--- config.mk ---
export PLATFORM = sky130hd
export DESIGN_NAME = interboard_rx
export DESIGN_NICKNAME = d
export VERILOG_FILES = /design/src/rtl/interboard_rx.sv
export SDC_FILE = /design/constraint.sdc
export NUM_CORES = 1
export LEC_CHECK = 0
export BUFFER_PORTS_ARGS = -buffer_cell sky130_fd_sc_hd__clkbuf_2
export CORE_MARGIN = 1
export CORE_UTILIZATION = 50
export CTS_CLUSTER_DIAMETER = 120
export CTS_CLUSTER_SIZE = 25
export DETAILED_ROUTE_END_ITERATION = 12
export PLACE_DENSITY = 0.7
export SYNTH_ARGS = -nofsm -noshare
export SYNTH_HDL_FRONTEND = slang
export SYNTH_SLANG_ARGS = --single-unit
--- constraint.sdc ---
create_clock -name clk -period 5.4 [get_ports clk]
set_clock_uncertainty 0.05 [all_clocks]
set_input_delay 0.54 -clock clk [delete_from_list [all_inputs] [get_ports clk]]
set_output_delay 0.54 -clock clk [all_outputs]
set_load 0.01 [all_outputs]
--- src/rtl/interboard_rx.sv ---
// Receive side of the 4-phase Request/Ack interboard link: reassembles four 6-bit words into a 24-bit frame and strobes the decoded move.
// Optional INTERBOARD_PARITY_EN: enforce even parity over frame[23:1] and drop mismatching frames with frame_error.
module interboard_rx #(
    parameter int          TIMEOUT_CYCLES = 100000,
    parameter logic [3:0]  RST_MSG_TYPE   = 4'hF
) (
    input  logic       clk,
    input  logic       rst,
    input  logic       req_in,
    input  logic [5:0] data_in,
    output logic       ack_out,
    output logic       interboard_en,
    output logic       interboard_rst,
    output logic [3:0] interboard_msg_type,
    output logic       interboard_move_dir,
    output logic [4:0] interboard_block_x,
    output logic [2:0] interboard_block_y,
    output logic [5:0] interboard_card,
    output logic [2:0] interboard_sel_len,
    output logic       frame_error
);

    localparam int CW = $clog2(TIMEOUT_CYCLES + 1);
    localparam logic [CW-1:0] TC_LAST = CW'(TIMEOUT_CYCLES - 1);

    typedef enum logic [2:0] {IDLE, CAPTURE, ACK_HI, WAIT_NEXT, DELIVER} state_t;

    state_t        state_q;
    logic          req_meta_q, req_s_q;
    logic [1:0]    wcnt_q;
    logic [23:0]   frame_q;
    logic [CW-1:0] tcnt_q;
    logic          ack_q, en_q, rstp_q, err_q;
    logic [3:0]    msg_type_q;
    logic          move_dir_q;
    logic [4:0]    block_x_q;
    logic [2:0]    block_y_q;
    logic [5:0]    card_q;
    logic [2:0]    sel_len_q;

    logic [23:0]   frame_d;
    logic          frame_ok_d;
    logic          timeout_d;
    logic          unused_bits;

    assign frame_d   = {frame_q[17:0], data_in};
    assign timeout_d = (tcnt_q == TC_LAST);
`ifdef INTERBOARD_PARITY_EN
    assign frame_ok_d = ~(^frame_q[23:1]);
`else
    assign frame_ok_d = 1'b1;
`endif
    // Spare bit (and parity when unchecked) carry no information here.
    assign unused_bits = ^frame_q[1:0];

    always_ff @(posedge clk or posedge rst) begin
        if (rst) begin
            state_q    <= IDLE;
            req_meta_q <= 1'b0;
            req_s_q    <= 1'b0;
            wcnt_q     <= 2'd0;
            frame_q    <= 24'd0;
            tcnt_q     <= '0;
            ack_q      <= 1'b0;
            en_q       <= 1'b0;
            rstp_q     <= 1'b0;
            err_q      <= 1'b0;
            msg_type_q <= 4'd0;
            move_dir_q <= 1'b0;
            block_x_q  <= 5'd0;
            block_y_q  <= 3'd0;
            card_q     <= 6'd0;
            sel_len_q  <= 3'd0;
        end else begin
            req_meta_q <= req_in;
            req_s_q    <= req_meta_q;
            en_q       <= 1'b0;
            rstp_q     <= 1'b0;
            err_q      <= 1'b0;
            case (state_q)
                IDLE: begin
                    ack_q  <= 1'b0;
                    wcnt_q <= 2'd0;
                    tcnt_q <= '0;
                    if (req_s_q) state_q <= CAPTURE;
                end
                CAPTURE: begin
                    frame_q <= frame_d;
                    ack_q   <= 1'b1;
                    tcnt_q  <= '0;
                    state_q <= ACK_HI;
                end
                ACK_HI: begin
                    // A req_s transition always beats a coincident timeout.
                    if (!req_s_q) begin
                        ack_q  <= 1'b0;
                        tcnt_q <= '0;
                        if (wcnt_q == 2'd3) begin
                            state_q <= DELIVER;
                        end else begin
                            wcnt_q  <= wcnt_q + 2'd1;
                            state_q <= WAIT_NEXT;
                        end
                    end else if (timeout_d) begin
                        err_q   <= 1'b1;
                        ack_q   <= 1'b0;
                        wcnt_q  <= 2'd0;
                        tcnt_q  <= '0;
                        state_q <= IDLE;
                    end else begin
                        tcnt_q <= tcnt_q + CW'(1);
                    end
                end
                WAIT_NEXT: begin
                    ack_q <= 1'b0;
                    if (req_s_q) begin
                        tcnt_q  <= '0;
                        state_q <= CAPTURE;
                    end else if (timeout_d) begin
                        err_q   <= 1'b1;
                        wcnt_q  <= 2'd0;
                        tcnt_q  <= '0;
                        state_q <= IDLE;
                    end else begin
                        tcnt_q <= tcnt_q + CW'(1);
                    end
                end
                DELIVER: begin
                    ack_q  <= 1'b0;
                    wcnt_q <= 2'd0;
                    tcnt_q <= '0;
                    if (!frame_ok_d) begin
                        err_q <= 1'b1;
                    end else if (frame_q[23:20] == RST_MSG_TYPE) begin
                        rstp_q <= 1'b1;
                    end else begin
                        en_q       <= 1'b1;
                        msg_type_q <= frame_q[23:20];
                        move_dir_q <= frame_q[19];
                        block_x_q  <= frame_q[18:14];
                        block_y_q  <= frame_q[13:11];
                        card_q     <= frame_q[10:5];
                        sel_len_q  <= frame_q[4:2];
                    end
                    state_q <= IDLE;
                end
                default: begin
                    ack_q   <= 1'b0;
                    state_q <= IDLE;
                end
            endcase
        end
    end

    assign ack_out             = ack_q;
    assign interboard_en       = en_q;
    assign interboard_rst      = rstp_q;
    assign frame_error         = err_q;
    assign interboard_msg_type = msg_type_q;
    assign interboard_move_dir = move_dir_q;
    assign interboard_block_x  = block_x_q;
    assign interboard_block_y  = block_y_q;
    assign interboard_card     = card_q;
    assign interboard_sel_len  = sel_len_q;

endmodule

==> impl_results.md <==
* Status: completed
* Final slew viol count at 0
* Clock insertion delay at the later pin of the skew report at around 0.35 ns
* CTS Root Cell: clkbuf_8
* Count of buffers inserted at the top-level ports at 34
* Routed wire length on met3 at about 230 µm
* Number of enable flip-flop cells after synthesis at 0
* Crit path max-delay cell type: a31oi_1
* Antenna Nets Post-Route at 0
* Reg-to-reg critical path startpoint: tcnt_q[0]
* Commonest register cell after synthesis: dfrtp_1
* Number of unique standard cell types used by synthesis at 37
* Synth top area cells: dfrtp_1, mux2_2, nand2_1
* Number of antenna repair diodes at 0
* Worst EP required at roughly 5.6 ns
* Die X at between 80 and 90 µm
* Num CTS Buffers at 9
* Crit share post-route at 0.469
* Power density of the placed cells at slightly below 500 nW/µm²
* Number of synthesized register bits at 74
* Crit-path max FO at 11
* Worst setup margin at 2.87 ns
* Final routed wire length divided by cell count at 14.3 µm
* RSZ-0062 raised after global routing: false
* Post-cts resize count at 0
* Period minus WS final at 2.53 ns
* Post-route met1 wirelength at 2.85 mm
* Max transition margin at 0.228
* Syn Inst Count at a little under 300
* Endpoint type of the worst setup path: flip-flop
* Detailed Route Iter0 Violations at between 150 and 200
* TritonCTS clock tree: yes
* Maximum clock insertion buffer count at 2
* Actual slew at the worst max-slew pin at around 1.2 ns
* LEAKAGE at about 1.7 nW
* Delay of the slowest cell on the worst path at 0.95 ns
* Site row count at 28
* Share of post-route cells with drive strength above 1 at 0.237
* Worst Path Class, Setup: reg2reg
* Post-synthesis to final-layout area growth at 13.7%
* Kind of start point of the critical path: flip-flop
* Global-route wire length before repair at around 9.7 mm
* Router iterations before antenna repair at 4
* Number of max-cap violations at 0
* Starting Density at 0.527
* Leftover overflow at the end of global routing at 0
* Mean cell area of the mapped netlist at approximately 11 µm²
* Initial antenna violation count at 0
* Highest ir drop seen on vdd at around 0.28 mV
* Timing-limited maximum frequency at 395 MHz
* Setup Buffers After CTS at 0
* CTS clk-pin slew, worst paths at 0.08 ns
* Met2 Routed Length at approximately 2.7 mm
* Pin count of the biggest net entering global routing at between 70 and 80
* Worst hold-check path type: in2reg
* I/O pin count at 35
* Die Area at around 6600 µm²
* Top metal layer carrying routed signals: met4
* Number of fill cells at between 400 and 500
* DRC viols at 0
* Origin of the worst setup path: tcnt_q[0]
* Detail Placement HPWL at between 3 and 4 mm
* Hold path startpoint: req_in
* Cell types with the highest counts after synthesis: dfrtp_1, nand2_1, mux2_2
* Worst Setup Slack post-DPL at 2.87 ns
* Placeable core region at roughly 6000 µm²
* Top cell type by total area after synthesis: dfrtp_1
* Final Hold Vio Count at 0
* Cell chain of the critical path: ha_1 > and4_1 > nand4_1 > a31oi_1 > nor3_1
* Share of synthesized area occupied by flip-flops and latches at 0.587
* Number of buffers added to fix hold violations after cts at 0
* Nets at between 300 and 400
* Post-Route Setup TNS at 0 ns
* Via count at about 2300
* Post-synthesis cell area at 3160 µm²
* H-tree levels at 3
* Total wire length at 5.86 mm
* Avg Vias per Cell at 5.56
* Area share of the largest cell type after synthesis at 0.587
* Vertical extent of the die at a little over 80 µm
* Finish-stage setup viols at 0
* Total nets after synthesis at 307
* Number of warning messages in the yosys log at 0
* GRT Overall Usage at 0.195
* Global placement routability congestion at between 0.7 and 0.8
* Crit path arrival time at 2.68 ns
* Vias in the first global route at approximately 2100
* Share of flip-flops with an asynchronous set or reset at 1.00
* Clock sinks at 74
==> power by group <==
part	internal (mW)	switching (mW)
logic	0.231	0.214
clock network	0.223	0.231
registers	0.718	0.135
==> metal layers <==
metal,vias up,GRT usage
met1,1122,0.270
met4,0,0.0911
met3,9,0.0544
li1,1100,-
met5,-,0
met2,42,0.283
==> cells in the final DEF, fill, tap and decap left out, types with 4 or more instances in the layout <==
master	Yosys	routed
a21oi_1	9	9
clkbuf_2	1	34
clkbuf_8	0	9
dfrtp_1	74	74
inv_1	8	7
mux2_2	25	25
nand2_1	74	74
nand2b_1	4	4
nand3_1	8	8
nand4_1	6	6
nor2_1	10	9
nor3_1	7	7
o21ai_0	7	7
o31ai_1	5	5
or3_1	5	5
==> state kept, by name (all words and copies together), names as in the netlist, 2 cells and up <==
signal,count
frame_q,24
interboard_card,6
wcnt_q,2
tcnt_q,17
interboard_msg_type,4
interboard_block_y,3
state_q,3
interboard_sel_len,3
interboard_block_x,5
==> worst max-delay path: cells and delay by family, from the launching register on <==
family                   cells  cell delay [ns]
AO/OA/AOI/OAI                1             0.95
flip-flops                   1             0.39
adder cells (fa/ha/maj)      1             0.23
AND/OR/NAND/NOR              3             0.75
==> stage by stage <==
step	power [mW]	hold WS [ns]	area (µm²)	cells	utilization
after floorplan	1.18	0.281	3160	296	-
after CTS	1.77	0.223	3590	409	0.599
after detailed placement	1.31	0.289	3380	393	0.564
after global placement	1.29	0.290	3380	393	0.564
after global routing	1.86	0.221	3590	409	0.599
final	1.75	0.238	3590	409	0.599
==> worst paths after layout <==
path	slack (ns)	endpoint	cells past startpoint
min reg2reg	0.31	req_s_q	0
max	2.87	tcnt_q[14]	5
max in group asynchronous	4.34	frame_q[0]	3
min in group asynchronous	0.39	tcnt_q[14]	3
min	0.24	req_meta_q	1
max reg2reg	2.87	tcnt_q[14]	5
==> layout make-up <==
class / count / area (µm²) / area share
multi-input cells: 200 / 1220 / 0.339
clock inverters: 7 / 85.1 / 0.0237
clock buffers: 9 / 124 / 0.0345
well taps: 75 / 93.8 / 0.0262
flip-flops and latches: 74 / 1850 / 0.516
inverters: 8 / 30.0 / 0.00837
repair buffers: 36 / 185 / 0.0516
==> kinds of logic (layout without fill, tap and decap cells) <==
logic type | after synthesis | after routing | share of synthesized area
xor gates and xnor gates | 5 | 5 | 0.0139
AOI/OAI and AO/OA | 36 | 36 | 0.0745
DFF | 74 | 74 | 0.587
adders and majority gates | 2 | 2 | 0.00793
and+or+nand+nor | 130 | 130 | 0.193
buffers and inverters | 22 | 60 | 0.0282
muxes | 27 | 27 | 0.0956
Note: power is estimated with default switching activity, not from simulation.
